### config.mk
export PLATFORM = sky130hd
export DESIGN_NAME = sram_responder_flat
export DESIGN_NICKNAME = d
export VERILOG_FILES = /design/src/rtl/sram_responder_pkg.sv /design/src/rtl/sram_responder_if.sv /design/src/rtl/sram_responder.sv /design/src/flat_wrapper.sv
export SDC_FILE = /design/constraint.sdc
export NUM_CORES = 1
export LEC_CHECK = 0
export CAP_MARGIN = 20
export CORE_ASPECT_RATIO = 1.75
export CORE_MARGIN = 2
export CORE_UTILIZATION = 40
export CTS_CLUSTER_DIAMETER = 30
export DETAILED_ROUTE_END_ITERATION = 8
export HOLD_SLACK_MARGIN = 0.05
export PLACE_DENSITY = 0.88
export SYNTH_ARGS = -nofsm -noshare
export SYNTH_HDL_FRONTEND = slang
export SYNTH_SLANG_ARGS = --single-unit
### constraint.sdc
create_clock -name clock -period 1.9 [get_ports clock]
set_input_delay 0.285 -clock clock [delete_from_list [all_inputs] [get_ports clock]]
set_output_delay 0.285 -clock clock [all_outputs]
set_load 0.005 [all_outputs]
### src/rtl/sram_responder_pkg.sv
// Shared definitions for the SRAM responder: FSM state codes, byte-lane
// select constants and helpers for picking or merging one byte of a
// 16-bit SRAM word.
package sram_responder_pkg;

   // FSM state codes
   localparam logic [1:0] ST_IDLE  = 2'd0;
   localparam logic [1:0] ST_READ  = 2'd1;
   localparam logic [1:0] ST_WRITE = 2'd2;
   localparam logic [1:0] ST_DONE  = 2'd3;

   // Byte lane selected by cpu_address[0] (little-endian)
   localparam logic LANE_LO = 1'b0;
   localparam logic LANE_HI = 1'b1;

   function automatic logic [7:0] lane_byte(input logic [15:0] word,
                                             input logic lane);
      return (lane == LANE_HI) ? word[15:8] : word[7:0];
   endfunction

   function automatic logic [15:0] lane_merge(input logic [15:0] word,
                                               input logic lane,
                                               input logic [7:0] data);
      logic [15:0] merged;
      merged = word;
      if (lane == LANE_HI) merged[15:8] = data;
      else                 merged[7:0]  = data;
      return merged;
   endfunction

endpackage

### src/rtl/sram_responder_if.sv
// Bus bundle between the core's byte bus and the SRAM pins.
//  cpu_address/cpu_out/cpu_we : core request (address, write data, write)
//  cpu_in/ce                  : read data and clock-enable back to the core
//  sram_*                     : SRAM word address, data in/out, strobes, lanes
// slave  : the responder side
// master : the environment side (core + SRAM)
interface sram_responder_if #(
   parameter int ADDR_W = 20
);
   logic [ADDR_W-1:0] cpu_address;
   logic [7:0]        cpu_out;
   logic              cpu_we;
   logic [7:0]        cpu_in;
   logic              ce;
   logic [ADDR_W-2:0] sram_addr;
   logic [15:0]       sram_dq_o;
   logic [15:0]       sram_dq_i;
   logic              sram_dq_oe;
   logic              sram_oe;
   logic              sram_we;
   logic              sram_lb;
   logic              sram_ub;

   modport slave (
      input  cpu_address, cpu_out, cpu_we, sram_dq_i,
      output cpu_in, ce, sram_addr, sram_dq_o, sram_dq_oe,
             sram_oe, sram_we, sram_lb, sram_ub
   );

   modport master (
      output cpu_address, cpu_out, cpu_we, sram_dq_i,
      input  cpu_in, ce, sram_addr, sram_dq_o, sram_dq_oe,
             sram_oe, sram_we, sram_lb, sram_ub
   );
endinterface

### src/rtl/sram_responder.sv
// Memory-side responder for the core's byte bus. Serves byte reads and
// writes from a 16-bit asynchronous SRAM, keeps the last fetched word in a
// one-word read latch, and stalls the core (ce=0) while an SRAM access runs.
// Ports:
//  clock : system clock
//  reset : synchronous, active-high
//  bus   : sram_responder_if.slave (core byte bus + SRAM pins)
// Parameters:
//  WAIT   : extra SRAM access cycles (access lasts WAIT+1 clocks)
//  ADDR_W : core byte-address width
module sram_responder
   import sram_responder_pkg::*;
#(
   parameter int WAIT   = 1,
   parameter int ADDR_W = 20
) (
   input  logic             clock,
   input  logic             reset,
   sram_responder_if.slave  bus
);

   localparam int CNT_W = (WAIT > 0) ? $clog2(WAIT + 1) : 1;
   localparam logic [CNT_W-1:0] CNT_LAST = CNT_W'(WAIT);

   logic [1:0]        state;
   logic [CNT_W-1:0]  cnt;
   logic              valid;
   logic [ADDR_W-2:0] tag;
   logic [15:0]       latch;

   logic [ADDR_W-2:0] word_addr;
   logic              lane;
   logic              tag_match;
   logic              hit;

   // The core holds address/data stable while ce=0, so they are used
   // directly without an internal copy.
   assign word_addr = bus.cpu_address[ADDR_W-1:1];
   assign lane      = bus.cpu_address[0];
   assign tag_match = valid && (tag == word_addr);
   assign hit       = !bus.cpu_we && tag_match;

   assign bus.sram_addr = word_addr;
   assign bus.sram_dq_o = {bus.cpu_out, bus.cpu_out};
   assign bus.cpu_in    = lane_byte(latch, lane);

   always_comb begin
      bus.ce         = 1'b0;
      bus.sram_oe    = 1'b0;
      bus.sram_we    = 1'b0;
      bus.sram_dq_oe = 1'b0;
      bus.sram_lb    = 1'b0;
      bus.sram_ub    = 1'b0;
      case (state)
         ST_IDLE:  bus.ce = hit;
         ST_READ: begin
            // Whole word is fetched so both bytes land in the latch.
            bus.sram_oe = 1'b1;
            bus.sram_lb = 1'b1;
            bus.sram_ub = 1'b1;
         end
         ST_WRITE: begin
            bus.sram_we    = 1'b1;
            bus.sram_dq_oe = 1'b1;
            bus.sram_lb    = (lane == LANE_LO);
            bus.sram_ub    = (lane == LANE_HI);
         end
         ST_DONE:  bus.ce = 1'b1;
         default:  bus.ce = 1'b0;
      endcase
   end

   always_ff @(posedge clock) begin
      if (reset) begin
         state <= ST_IDLE;
         cnt   <= '0;
         valid <= 1'b0;
         tag   <= '0;
         latch <= '0;
      end else begin
         case (state)
            ST_IDLE: begin
               cnt <= '0;
               if (bus.cpu_we)  state <= ST_WRITE;
               else if (!hit)   state <= ST_READ;
            end
            ST_READ: begin
               if (cnt == CNT_LAST) begin
                  latch <= bus.sram_dq_i;
                  tag   <= word_addr;
                  valid <= 1'b1;
                  state <= ST_IDLE;
               end else begin
                  cnt <= cnt + 1'b1;
               end
            end
            ST_WRITE: begin
               if (cnt == CNT_LAST) begin
                  // Write-through keeps the latch coherent with the SRAM.
                  if (tag_match) latch <= lane_merge(latch, lane, bus.cpu_out);
                  state <= ST_DONE;
               end else begin
                  cnt <= cnt + 1'b1;
               end
            end
            // One-cycle release so the core can retire the write before
            // cpu_we is looked at again.
            ST_DONE:  state <= ST_IDLE;
            default:  state <= ST_IDLE;
         endcase
      end
   end

endmodule

### src/flat_wrapper.sv
// flat-port wrapper written by rule: the top's interface ports become plain ports
module sram_responder_flat import sram_responder_pkg::*;
#(
   parameter int WAIT   = 1,
   parameter int ADDR_W = 20
)
  (clock, reset, bus_cpu_address, bus_cpu_out, bus_cpu_we, bus_sram_dq_i, bus_cpu_in, bus_ce, bus_sram_addr, bus_sram_dq_o, bus_sram_dq_oe, bus_sram_oe, bus_sram_we, bus_sram_lb, bus_sram_ub);
  sram_responder_if #(.ADDR_W(ADDR_W)) bus_i ();
  input  logic clock;
  input  logic reset;
  input wire logic [$bits(bus_i.cpu_address)-1:0] bus_cpu_address;
  input wire logic [$bits(bus_i.cpu_out)-1:0] bus_cpu_out;
  input wire logic [$bits(bus_i.cpu_we)-1:0] bus_cpu_we;
  input wire logic [$bits(bus_i.sram_dq_i)-1:0] bus_sram_dq_i;
  output wire logic [$bits(bus_i.cpu_in)-1:0] bus_cpu_in;
  output wire logic [$bits(bus_i.ce)-1:0] bus_ce;
  output wire logic [$bits(bus_i.sram_addr)-1:0] bus_sram_addr;
  output wire logic [$bits(bus_i.sram_dq_o)-1:0] bus_sram_dq_o;
  output wire logic [$bits(bus_i.sram_dq_oe)-1:0] bus_sram_dq_oe;
  output wire logic [$bits(bus_i.sram_oe)-1:0] bus_sram_oe;
  output wire logic [$bits(bus_i.sram_we)-1:0] bus_sram_we;
  output wire logic [$bits(bus_i.sram_lb)-1:0] bus_sram_lb;
  output wire logic [$bits(bus_i.sram_ub)-1:0] bus_sram_ub;
  assign bus_i.cpu_address = bus_cpu_address;
  assign bus_i.cpu_out = bus_cpu_out;
  assign bus_i.cpu_we = bus_cpu_we;
  assign bus_i.sram_dq_i = bus_sram_dq_i;
  assign bus_cpu_in = bus_i.cpu_in;
  assign bus_ce = bus_i.ce;
  assign bus_sram_addr = bus_i.sram_addr;
  assign bus_sram_dq_o = bus_i.sram_dq_o;
  assign bus_sram_dq_oe = bus_i.sram_dq_oe;
  assign bus_sram_oe = bus_i.sram_oe;
  assign bus_sram_we = bus_i.sram_we;
  assign bus_sram_lb = bus_i.sram_lb;
  assign bus_sram_ub = bus_i.sram_ub;
  sram_responder #(.WAIT(WAIT), .ADDR_W(ADDR_W)) u_core (.clock(clock), .reset(reset), .bus(bus_i));
endmodule
# == After elaboration in Yosys (flattened, before gate mapping) ==
# Cells that the tools add are included.
# Widths: inputs -> output; s select.
# word_totals
elab_cells,48
regBits,39
out_inout_bits,49
in_bits,47
# classes
n_addsub,1
bitwise,1
eq_ne,10
n_mux,19
n_reduce_logical,11
# ops
operator,n
$mux 16,3
$pmux 16 s2,1
$mux 8,3
$eq 19x19->1,1
$reduce_and 5->1,2
$mux 2,4
$pmux 1 s2,4
$pmux 2 s4,1
$ne 2x1->1 const B,3
$eq 2x2->1 const B,2
$ne 2x2->1 const B,2
$reduce_bool 2->1,2
$mux 1,3
$ne 3x3->1 const B,1
$reduce_and 3->1,1
$eq 2x1->1 const B,1
$logic_and 1x1->1,2
$logic_not 2->1,1
$reduce_and 2->1,1
$reduce_or 2->1,1
$add 1x1->1 const B,1
$logic_not 1->1,1
$not 1->1,1

# == Depth between registers and ports, before layout ==
# logic_depth
depth_word,6
mapped_depth,9
mapped_depth_nobuf,7

# == Worst setup path after synthesis ==
# Ideal clock, no wire load.
# synth_timing
path_type,reg-to-reg
start,register u_core.state[0]
end,register u_core.latch[8]
period_less_slack_ps,1835
stages_incl_launch_ff,8
n_path_buf,2
path_slack_ps,65
setup_ps,58
required_ps,1842
t_arrival_ps,1777
cell_sequence,dfxtp_1 -> inv_1 -> ha_1 -> buf_1 -> clkbuf_1 -> nor2_1 -> a211oi_1 -> o221a_2
# synth_via
elab_chain_len,3
elab_cells_between_ends,9
cone_classes,eq/ne (6); mux (1); reduce/logical (2)
# synth_lines
element,line,rtl
start: declaration,sram_responder.sv:25,logic [1:0] state;
start signal: assignment,sram_responder.sv:75,state <= ST_IDLE;
start signal: assignment,sram_responder.sv:84,if (bus.cpu_we) state <= ST_WRITE;
start signal: assignment,sram_responder.sv:85,else if (!hit) state <= ST_READ;
$eq 2x2->1 or $eq 2x1->1 (tied branches),sram_responder.sv:81,case (state)
$ne 2x1->1 (no line) (tied with other cells),-,
$reduce_and 5->1 (no line),-,
end signal: assignment,sram_responder.sv:89,latch <= bus.sram_dq_i;
end signal: assignment,sram_responder.sv:100,"if (tag_match) latch <= lane_merge(latch, lane, bus.cpu_out);"
end: declaration,sram_responder.sv:29,logic [15:0] latch;
# Several ways; a longest one is shown, not always the timed one.
# A chain may end at the register's enable or synchronous reset.

# == Worst setup path in the final report ==
# layout_timing
start,register u_core.tag[6]
end,output port bus_ce
# layout_via
elab_chain_len,4
# layout_lines
element,line,rtl
start: declaration,sram_responder.sv:28,logic [ADDR_W-2:0] tag;
start signal: assignment,sram_responder.sv:90,tag <= word_addr;
$eq 19x19->1,sram_responder.sv:40,assign tag_match = valid && (tag == word_addr);
$logic_and 1x1->1,sram_responder.sv:40,
$logic_and 1x1->1,sram_responder.sv:41,assign hit = !bus.cpu_we && tag_match;
$pmux 1 s2,sram_responder.sv:54,case (state)
end: declaration,flat_wrapper.sv:16,output wire logic [$bits(bus_i.ce)-1:0] bus_ce;
# Every way passes these cells.

==> impl_metrics.toml <==
[synthesis]
synthDominantCellAreaShare_pct = 31.5
synth_nets = 341
yosysWarnings = 0
synth_mux_area_share_pct = 5.30
synth_top_cells_by_count = "nand2_1, dfxtp_1, nor2_1"
ys_seq_area_share_pct = 31.5
synth_area_um2 = 2480
synth_area_leaders = "dfxtp_1, buf_4, nand2_1, nor2_1, a211oi_1"
synth-seq-cells = 39
synthAdderAreaFrac_pct = 3.03
yosysUniqueCellTypes = 37
synth_xor_area_share_pct = 6.35
yosys.area_share.simple_pct = 18.8
async_flop_share_pct = 0
synth_cells = 288
synth_top_family_by_area = "compound AO/OA/AOI/OAI gates"
synth_edf_count = 0
yosys.area.top_type = "dfxtp_1"
synth.most_common_cell = "nand2_1"
ys.flop_type = "dfxtp_1"
syn_avg_cell_area_um2 = 8.62
synth-compound-area-share_pct = 21.2

[sta]
rsz0062_at_grt = "true"
fin_tns_setup_ps = -73.5
finalCritPeriodShare_pct = 104
setup_ws_ps = -73.5
maxSlewViolCount = 0
worst_pin_slew_ps = 713
finalHoldViolations = 0
setup_viol = 1
fin_crit_ps = 1970
fin_worst_skew_ps = 12.6
fmax_mhz = 507
slew-limit-headroom_pct = 52.5

[grt]
grt_usage_pct = 19.7
first_global_vias = 2314
antenna_found_initial = 0
grt_pass1_wl_um = 10800
grt_max_degree = 33
grt-ovfl-total = 0

[drt]
vias_per_cell = 5.26
vias = 2442
finalWirelength_um = 7550
wl_per_cell_um = 16.3
first_pass_iters = 4
drcViolationCount = 0
drtIter0Drc = 204
ant_nets = 0

[die]
core_um2 = 6090
die_x_um = 63.5
die_h_um = 108
start_util_pct = 40.8
io_pins = 96
die-area_um2 = 6870
rows = 38

[layout]
drive_gt1_share_pct = 29.2
nNetsFinal = 436
final_cells = 464
area_growth_pct = 55.2
antenna_cells = 0
final_util_pct = 63.3

[clocking]
ctsHoldBuffers = 0
cts-buffers-inserted = 5
clkTransAtPathRegs_ps = 70
clk_latency_ps = 300
cts_max_level = 2
clock_path_buffers = 2
cts_tree = "done"
cts-root-buf = "clkbuf_8"
clock-sinks = 39

[placed_design]
place_hpwl_um = 5180
io_buffers = 95
dp_cells = 447
gp_congestion = 0.783

[power]
p_leak_uw = 0.00158
powerDensity_nw_per_um2 = 997
power.total_uw = 3840
ir_drop_mv = 0.577

[critical_path]
reg2reg_from = "u_core.state[0]"
setup.worst_path.end = "bus_ce"
r2r_slack_ps = 30
startpoint = "u_core.tag[6]"
critPathRequiredTime_ps = 1620
startpoint_type = "flip-flop"
cpPeakStageDelay_ps = 390
ff2ff_path_depth = 9
cp_max_fo = 2
rr_endpoint = "u_core.latch[12]"
path_class = "reg2out"
crit_chain = "xor2_1, nor4_2, and2_4, a31oi_4, nor2_1, buf_2"
worst_path_max_delay_cell = "nor4_2"
crit_arrival_ps = 1690
critPathCaptureType = "output port"

[run_status]
status = "finished with violations"
failed_checks = "negative setup slack"

[job]
drv_cap = 0

[min_path]
holdCritStartpoint = "bus_cpu_address[7]"
hold_path.class = "in2reg"
-- per-layer routing --
layer	wire length, um	track usage, %	vias to the layer above
met4	148	7.61	0
met2	4520	39.9	88
met3	358	4.99	14
met5	0	0	-
met1	2530	18.2	1180
li1	-	-	1160
-- sequential cells by signal (all words and copies together), names as in the netlist --
register / count
u_core.latch: 16
u_core.state: 2
u_core.cnt: 1
u_core.valid: 1
u_core.tag: 19
-- layout by cell type (no fill, tap or decap), types with 4 or more instances in the layout --
cell and n:
nor2_1 38, dfxtp_2 10, a211oi_2 4, buf_6 4, dlygate4sd2_1 25, xor2_1 6, nand2_1 40, a21oi_1 20
xnor2_2 7, dfxtp_1 28, buf_4 35, o221a_1 8, clkbuf_8 5, clkdlybuf4s50_1 67, xnor2_1 4, mux2_2 8
o221a_2 8, a211oi_1 12
-- area by class of cell --
| class | count | area (um2) |
|---|---|---|
| Clock buffer | 7 | 76.3 |
| Clock inverter | 1 | 5.00 |
| Fill cell | 516 | 2230 |
| Inverter | 5 | 26.3 |
| Multi-Input combinational cell | 194 | 1530 |
| Sequential cell | 39 | 797 |
| Tap cell | 80 | 100 |
| Timing Repair Buffer | 138 | 1320 |
-- power breakdown --
group,internal [uW],switching (uW),total (uW)
registers,980,132,1110
clock network,258,282,540
logic,1170,1020,2190
-- worst min path at each step --
| stage | to | slack, ps | cells past startpoint |
|---|---|---|---|
| floorplan | u_core.tag[0] | 420 | 2 |
| global placement | u_core.tag[7] | 450 | 2 |
| detailed placement | u_core.tag[9] | 460 | 2 |
| CTS | u_core.tag[3] | 420 | 3 |
| global route | u_core.tag[3] | 430 | 3 |
| finish | u_core.tag[6] | 410 | 4 |
-- metrics by stage --
| stage | hold WS, ps | setup WS (ps) | instance area (um2) |
|---|---|---|---|
| 3_5_place_dp | 458 | -643 | 3470 |
| 2_1_floorplan | 421 | 64.8 | 2480 |
| 6_report | 408 | -73.5 | 3850 |
| 3_3_place_gp | 454 | -629 | 3470 |
| 4_1_cts | 418 | -76.2 | 3650 |
| 5_1_grt | 426 | -206 | 3850 |
-- what timing repair did --
item	4_1_cts	5_1_grt
gates resized for setup	52	32
hold endpoints to repair	0	0
buffers inserted	5	5
setup endpoints to repair	31	28
cloned	0	2
pin swaps	11	19
-- cell families after synthesis --
family / Yosys count
buffers and inverters: 55
multiplexers: 12
adder cells (fa/ha/maj): 6
AND/OR/NAND/NOR: 96
flip-flops: 39
XOR/XNOR: 18
AO/OA/AOI/OAI: 62
-- critical path: cells and delay by family (launching register included) --
kind / cells / cell delay [ps]
AOI/OAI and AO/OA: 1 / 80
xor gates and xnor gates: 1 / 160
buffers and inverters: 1 / 120
DFF: 1 / 320
and+or+nand+nor: 3 / 700
(Power assumes the default switching activity.)
